<file path="config.mk">
export PLATFORM = sky130hd
export DESIGN_NAME = prim_clock_mux_ctrl
export DESIGN_NICKNAME = d
export VERILOG_FILES = /design/src/rtl/prim_clock_mux_ctrl.sv
export SDC_FILE = /design/constraint.sdc
export NUM_CORES = 1
export LEC_CHECK = 0
export ABC_AREA = 1
export CAP_MARGIN = 20
export CORE_ASPECT_RATIO = 1.2
export CORE_MARGIN = 2
export CORE_UTILIZATION = 51
export DETAILED_ROUTE_END_ITERATION = 12
export MAX_ROUTING_LAYER = met4
export PLACE_DENSITY = 0.82
export RECOVER_POWER = 100
export SLEW_MARGIN = 20
export SYNTH_ARGS = -nofsm -noshare
export SYNTH_HDL_FRONTEND = slang
export SYNTH_SLANG_ARGS = --single-unit
export TNS_END_PERCENT = 100
</file>
<file path="constraint.sdc">
create_clock -name clk_i -period 1.9 [get_ports clk_i]
set_input_delay 0.475 -clock clk_i [delete_from_list [all_inputs] [get_ports clk_i]]
set_output_delay 0.475 -clock clk_i [all_outputs]
set_load 0.005 [all_outputs]
</file>
<file path="src/rtl/prim_clock_mux_ctrl.sv">
// Glitch-free clock mux sequencer: gates the downstream clock off, flips
// the mux select, gates the clock back on, then pulses ack_o once.
// Ports:
//   clk_i     - sole clock, all state updates on its rising edge
//   rst_i     - asynchronous active-high reset
//   req_i     - switch request, sampled only in IDLE
//   sel_req_i - requested mux select, captured together with req_i
//   ack_o     - one-cycle completion pulse
//   busy_o    - high whenever the sequencer is not IDLE
//   sel_o     - select to the downstream clock mux
//   clk_en_o  - enable for the clock gate after the mux
module prim_clock_mux_ctrl #(
  parameter int unsigned SettleCycles = 4,
  parameter logic        ResetSel     = 1'b0
) (
  input  logic clk_i,
  input  logic rst_i,
  input  logic req_i,
  input  logic sel_req_i,
  output logic ack_o,
  output logic busy_o,
  output logic sel_o,
  output logic clk_en_o
);

  typedef enum logic [2:0] {
    IDLE,
    GATE_OFF,
    SWITCH,
    GATE_ON,
    ACK
  } state_t;

  // Value loaded on entry to each settle phase; the phase lasts
  // until the counter has been seen at zero.
  localparam logic [7:0] Load = 8'(SettleCycles - 1);

  state_t     state;
  logic [7:0] cnt;
  logic       target;
  logic       done;

  assign done = (cnt == 8'd0);

  always_ff @(posedge clk_i or posedge rst_i) begin
    if (rst_i) begin
      state    <= IDLE;
      cnt      <= 8'd0;
      target   <= ResetSel;
      sel_o    <= ResetSel;
      clk_en_o <= 1'b1;
      ack_o    <= 1'b0;
      busy_o   <= 1'b0;
    end else begin
      ack_o <= 1'b0;
      unique case (state)
        IDLE: begin
          if (req_i) begin
            target <= sel_req_i;
            busy_o <= 1'b1;
            if (sel_req_i != sel_o) begin
              state    <= GATE_OFF;
              clk_en_o <= 1'b0;
              cnt      <= Load;
            end else begin
              // Already on the requested clock: acknowledge only.
              state <= ACK;
              ack_o <= 1'b1;
            end
          end
        end
        GATE_OFF: begin
          if (done) begin
            state <= SWITCH;
            sel_o <= target;
            cnt   <= Load;
          end else begin
            cnt <= cnt - 8'd1;
          end
        end
        SWITCH: begin
          if (done) begin
            state    <= GATE_ON;
            clk_en_o <= 1'b1;
            cnt      <= Load;
          end else begin
            cnt <= cnt - 8'd1;
          end
        end
        GATE_ON: begin
          if (done) begin
            state <= ACK;
            ack_o <= 1'b1;
          end else begin
            cnt <= cnt - 8'd1;
          end
        end
        ACK: begin
          state  <= IDLE;
          busy_o <= 1'b0;
        end
        default: begin
          state  <= IDLE;
          busy_o <= 1'b0;
        end
      endcase
    end
  end

endmodule
</file>
Word-level counts from Yosys, hierarchy flattened
Cells that the tools add are included.

storage, ports and cells
  flip-flop bits (word level) = 16
  input port bits = 4
  output and inout bits = 4
  logic and storage cells = 52

cells by class
  $add $sub $neg = 1
  equal/unequal tests = 10
  mux-type cells = 21
  bitwise logic cells = 1
  reduce and logical (&&, ||, !) cells = 12

operator list
  operator             number
  $mux 8               4
  $pmux 8 s3           1
  $mux 3               5
  $ne 2x2->1 const B   6
  $pmux 3 s4           1
  $reduce_and 4->1     3
  $logic_not 8->1      1
  $sub 8x1->8 const B  1
  $mux 1               7
  $eq 3x2->1 const B   2
  $pmux 1 s2           3
  $reduce_and 2->1     3
  $eq 3x1->1 const B   1
  $logic_not 3->1      1
  $reduce_bool 3->1    1
  $reduce_or 3->1      1
  $reduce_bool 2->1    1
  $reduce_or 2->1      1
  $ne 1x1->1           1
  $not 1->1            1

Depth between registers and ports, before layout
  depth in word-level cells = 4
  mapped depth = 10
  depth with buffers taken out = 10

Worst setup path after synthesis
Ideal clock, no wire load.

  kind = register -> register
  from = reg cnt[0]
  to = reg cnt[3]
  library setup time = 0.065 ns
  data arrival time = 1.300 ns
  data required time = 1.835 ns
  setup slack = 0.535 ns
  stages on the path, launching flop included = 11
  buffers on the path = 0
  clock period less this slack = 1.365 ns
  cells stage by stage = dfrtp_1 -> inv_1 -> ha_1 -> inv_1 -> nor2_2 -> nand2_4 -> nor2_4 -> inv_2 -> nand4_2 -> nand2_1 -> nand2_1

on the way
  longest elaborated chain between the ends = 3
  elaborated cells on any way between the ends = 7
  classes of those cells = add/sub (1); eq/ne (1); mux (3); reduce/logical (2)

RTL lines
  element                                                line  source
  start, declared                                        39    logic [7:0] cnt;
  start signal, assigned                                 64    cnt <= Load;
  start signal, assigned                                 76    cnt <= Load;
  start signal, assigned                                 78    cnt <= cnt - 8'd1;
  $sub 8x1->8 / $logic_not 8->1 (equally long branches)  n/a
  $mux 8 (tied with other cells)                         91    if (done) begin
  $pmux 8 s3 / $reduce_and 4->1 (equally long branches)  n/a

Parallel ways exist; a longest one is shown, timed or not. The select of a mux whose other input is x is not followed.
A chain may end at the register's enable or synchronous reset.

Worst setup path in the final report
  from = reg clk_en_o
  to = out clk_en_o

RTL lines
  element                 line  source
  start, declared         23    output logic clk_en_o
  start signal, assigned  51    clk_en_o <= 1'b1;
  start signal, assigned  63    clk_en_o <= 1'b0;
  start signal, assigned  84    clk_en_o <= 1'b1;

No word-level cell between the ends.

==> out/metrics.yaml <==
synth:
  synth_area_mm2: 0.001042
  yosysTopAreaCellShare: 0.3601
  synth_cell_type_count: 21
  ys_ff_latch: 16
  synth_seq_area_share: 0.3854
  synth_area_leaders: "dfrtp_1, nand2_1, nand3_1, inv_1, o21ai_0"
  synth_nets: 156
  yosysWarnings: 0
  avgSynthCellArea_um2: 6.948
  synth_largest_area_cell: "dfrtp_1"
  netlist_instances: 150
finish:
  finalInstanceArea_mm2: 0.001172
  synthToLayoutAreaGrowth_pct: 12.48
  diodes: 0
  layout.nets: 168
  drive_above_1_share: 0.1304
  n_fill_cell: 152
  fin_cells: 180
detailed_routing:
  remaining_drc_errors: 0
  drtPass1Iterations: 4
  drtAntennaViolNets: 0
  viasPerCell: 5.317
  drt_wl_total_um: 2095
  num_vias: 957
  dr.first_iter.drc_count: 13
  drt-wirelength-per-cell_um: 11.64
timing:
  max-slew-margin-rel: 0.5917
  fin_setup_tns_ns: 0
  fin_crit_sh: 0.9419
  fmax_mhz: 558.8
  fin_crit_ns: 1.790
  hold_viol_final: 0
  tightest_slew_ns: 0.6117
  slew_viol_final: 0
  grt_setup_unrepaired: "no"
  setup_viol: 0
  timing.final.ws_setup_ns: 0.1105
  skew_ns: 0.007591
cts:
  clock_sinks: 16
  numCtsBuffers: 3
  htree_levels: 1
  cts_tree: "built"
  ctsResizeCount: 0
  post-cts-setup-buffer-count: 0
  clk_latency_ns: 0.30
  clock_path_buffers: 2
  ctsRootBufferMaster: "clkbuf_4"
  clk_pin_slew_ns: 0.10
  cts_hold_buf: 0
power:
  p_clk_frac: 0.120
  p_sw_frac: 0.4920
  ir_drop_uv: 842.7
  comb_power_share: 0.582
  switchingPower_uw: 955.8
  pwr-share-seq: 0.298
  intPower_uw: 986.7
  powerDensity_mw_per_mm2: 1657
  p_leak_nw: 0.6916
worst_setup_path:
  startpoint_type: "register"
  cp-end-kind: "output pin"
  crit_fanout: 2
  slowest_delay_ns: 0.54
  crit_family: "flip-flops"
  worstPathRequired_ns: 1.42
  slowest_stage: "dfstp_2"
  crit_cells: 1
  critPathBufInv: 1
  r2r_cells: 10
  path_class: "register to output pin"
  cp.arrival_ns: 1.31
  path_cells: "clkdlybuf4s50_1"
die:
  rows: 17
  start_util: 0.5506
  core_mm2: 0.001893
  die_h_um: 53.52
  dieWidth_um: 45.27
  io_pins: 8
  dieArea_mm2: 0.002423
global_route:
  met2_usage: 0.3548
  met1_usage: 0.2585
  grt_busiest_layer: "met2"
  overflow: 0
  antenna_found_initial: 0
  grt_usage: 0.2159
  grt_first_pass_wirelength_um: 3705
  grt_start_max_net_pins: 17
  grt_pass1_vias: 889
  gr-usage-met3: 0.03413
job:
  maxCapViolCount: 0
placed_design:
  detailed_place_hpwl_um: 1607
  place_ws_ns: -0.004498
  io_buffers: 7
  gp_congestion: 0.8125
  place_area_mm2: 0.001136
  dp.cells: 176
status:
  status: "finished, final reports clean"
min_path:
  hold_class: "register to register"
  holdPathStages: 2
[worst paths after layout]
kind	endpoint	slack, ns	startpoint
worst max-delay path	clk_en_o	0.11	clk_en_o
worst max register to register	cnt[4]	0.25	cnt[0]
min in group asynchronous	ack_o	0.67	rst_i
worst min register to register	busy_o	0.48	busy_o
max in group asynchronous	sel_o	0.82	rst_i
worst min-delay path	busy_o	0.48	busy_o
[sequential cells by signal (all words and copies together) (netlist names)]
| name | cells |
|---|---|
| cnt | 8 |
| state | 3 |
| ack_o | 1 |
| busy_o | 1 |
| clk_en_o | 1 |
| sel_o | 1 |
| target | 1 |
[Yosys cell counts, drive strengths merged]
master and count:
ha 2, nor3 1, nand2 67, a31oi 1, a21boi 1, xor2 3
o21ai 9, inv 24, dfstp 1, dfrtp 15, nand4 3, nand3 14
nor2 9
[layout by cell type (no fill, tap or decap), types with 2 or more instances in the layout]
master	synthesis	layout
nand4_1	2	2
nand2_1	63	63
dlygate4sd3_1	0	4
clkdlybuf4s50_1	0	3
ha_1	2	2
clkbuf_4	0	3
xor2_1	3	3
nand3_1	13	13
inv_2	8	6
nor2_1	7	7
nand2_4	3	3
o21ai_0	7	8
inv_1	16	18
dfrtp_1	15	15
[per-stage QoR]
stage / power (mW) / util / hold WS [ns]
global route: 2.144 / 0.6193 / 0.5262
finish: 1.942 / 0.6193 / 0.4812
detailed placement: 1.731 / 0.6001 / 0.4649
global placement: 1.684 / 0.6001 / 0.4596
CTS: 1.964 / 0.6193 / 0.4925
floorplan: 1.453 / - / 0.3880
[area by class of cell]
| class | instances | area [µm²] | share of cell area |
|---|---|---|---|
| inverter | 24 | 90.09 | 0.07684 |
| timing repair buffer | 7 | 70.07 | 0.05977 |
| sequential | 16 | 401.6 | 0.3426 |
| clock buffer | 4 | 36.28 | 0.03095 |
| multi-input combinational | 110 | 550.5 | 0.4696 |
| tap | 19 | 23.77 | 0.02028 |
[power by group through the flow]
stage	Sequential [mW]	Clock [mW]	Combinational [mW]
after floorplan	0.564	0	0.889
after global placement	0.579	0	1.10
after detailed placement	0.583	0	1.15
after CTS	0.578	0.231	1.16
after global routing	0.597	0.246	1.30
final	0.579	0.233	1.13
[worst min-delay path: cells and delay by family, from the launching register on]
family,cells,cell delay [ns]
AND/OR/NAND/NOR,2,0.10
flip-flops,1,0.36
[cell families after synthesis]
family / synth area share
simple gates: 0.4190
fa+ha+maj: 0.02401
compound gates: 0.06002
xor+xnor: 0.02521
flops: 0.3854
buf+inv: 0.08644
[layer usage]
metal	vias up	part of all wire
li1	488	-
met1	454	0.46
met2	10	0.50
met3	5	0.025
met4	0	0.015
met5	-	0
Note: power is estimated with default switching activity, not from simulation.
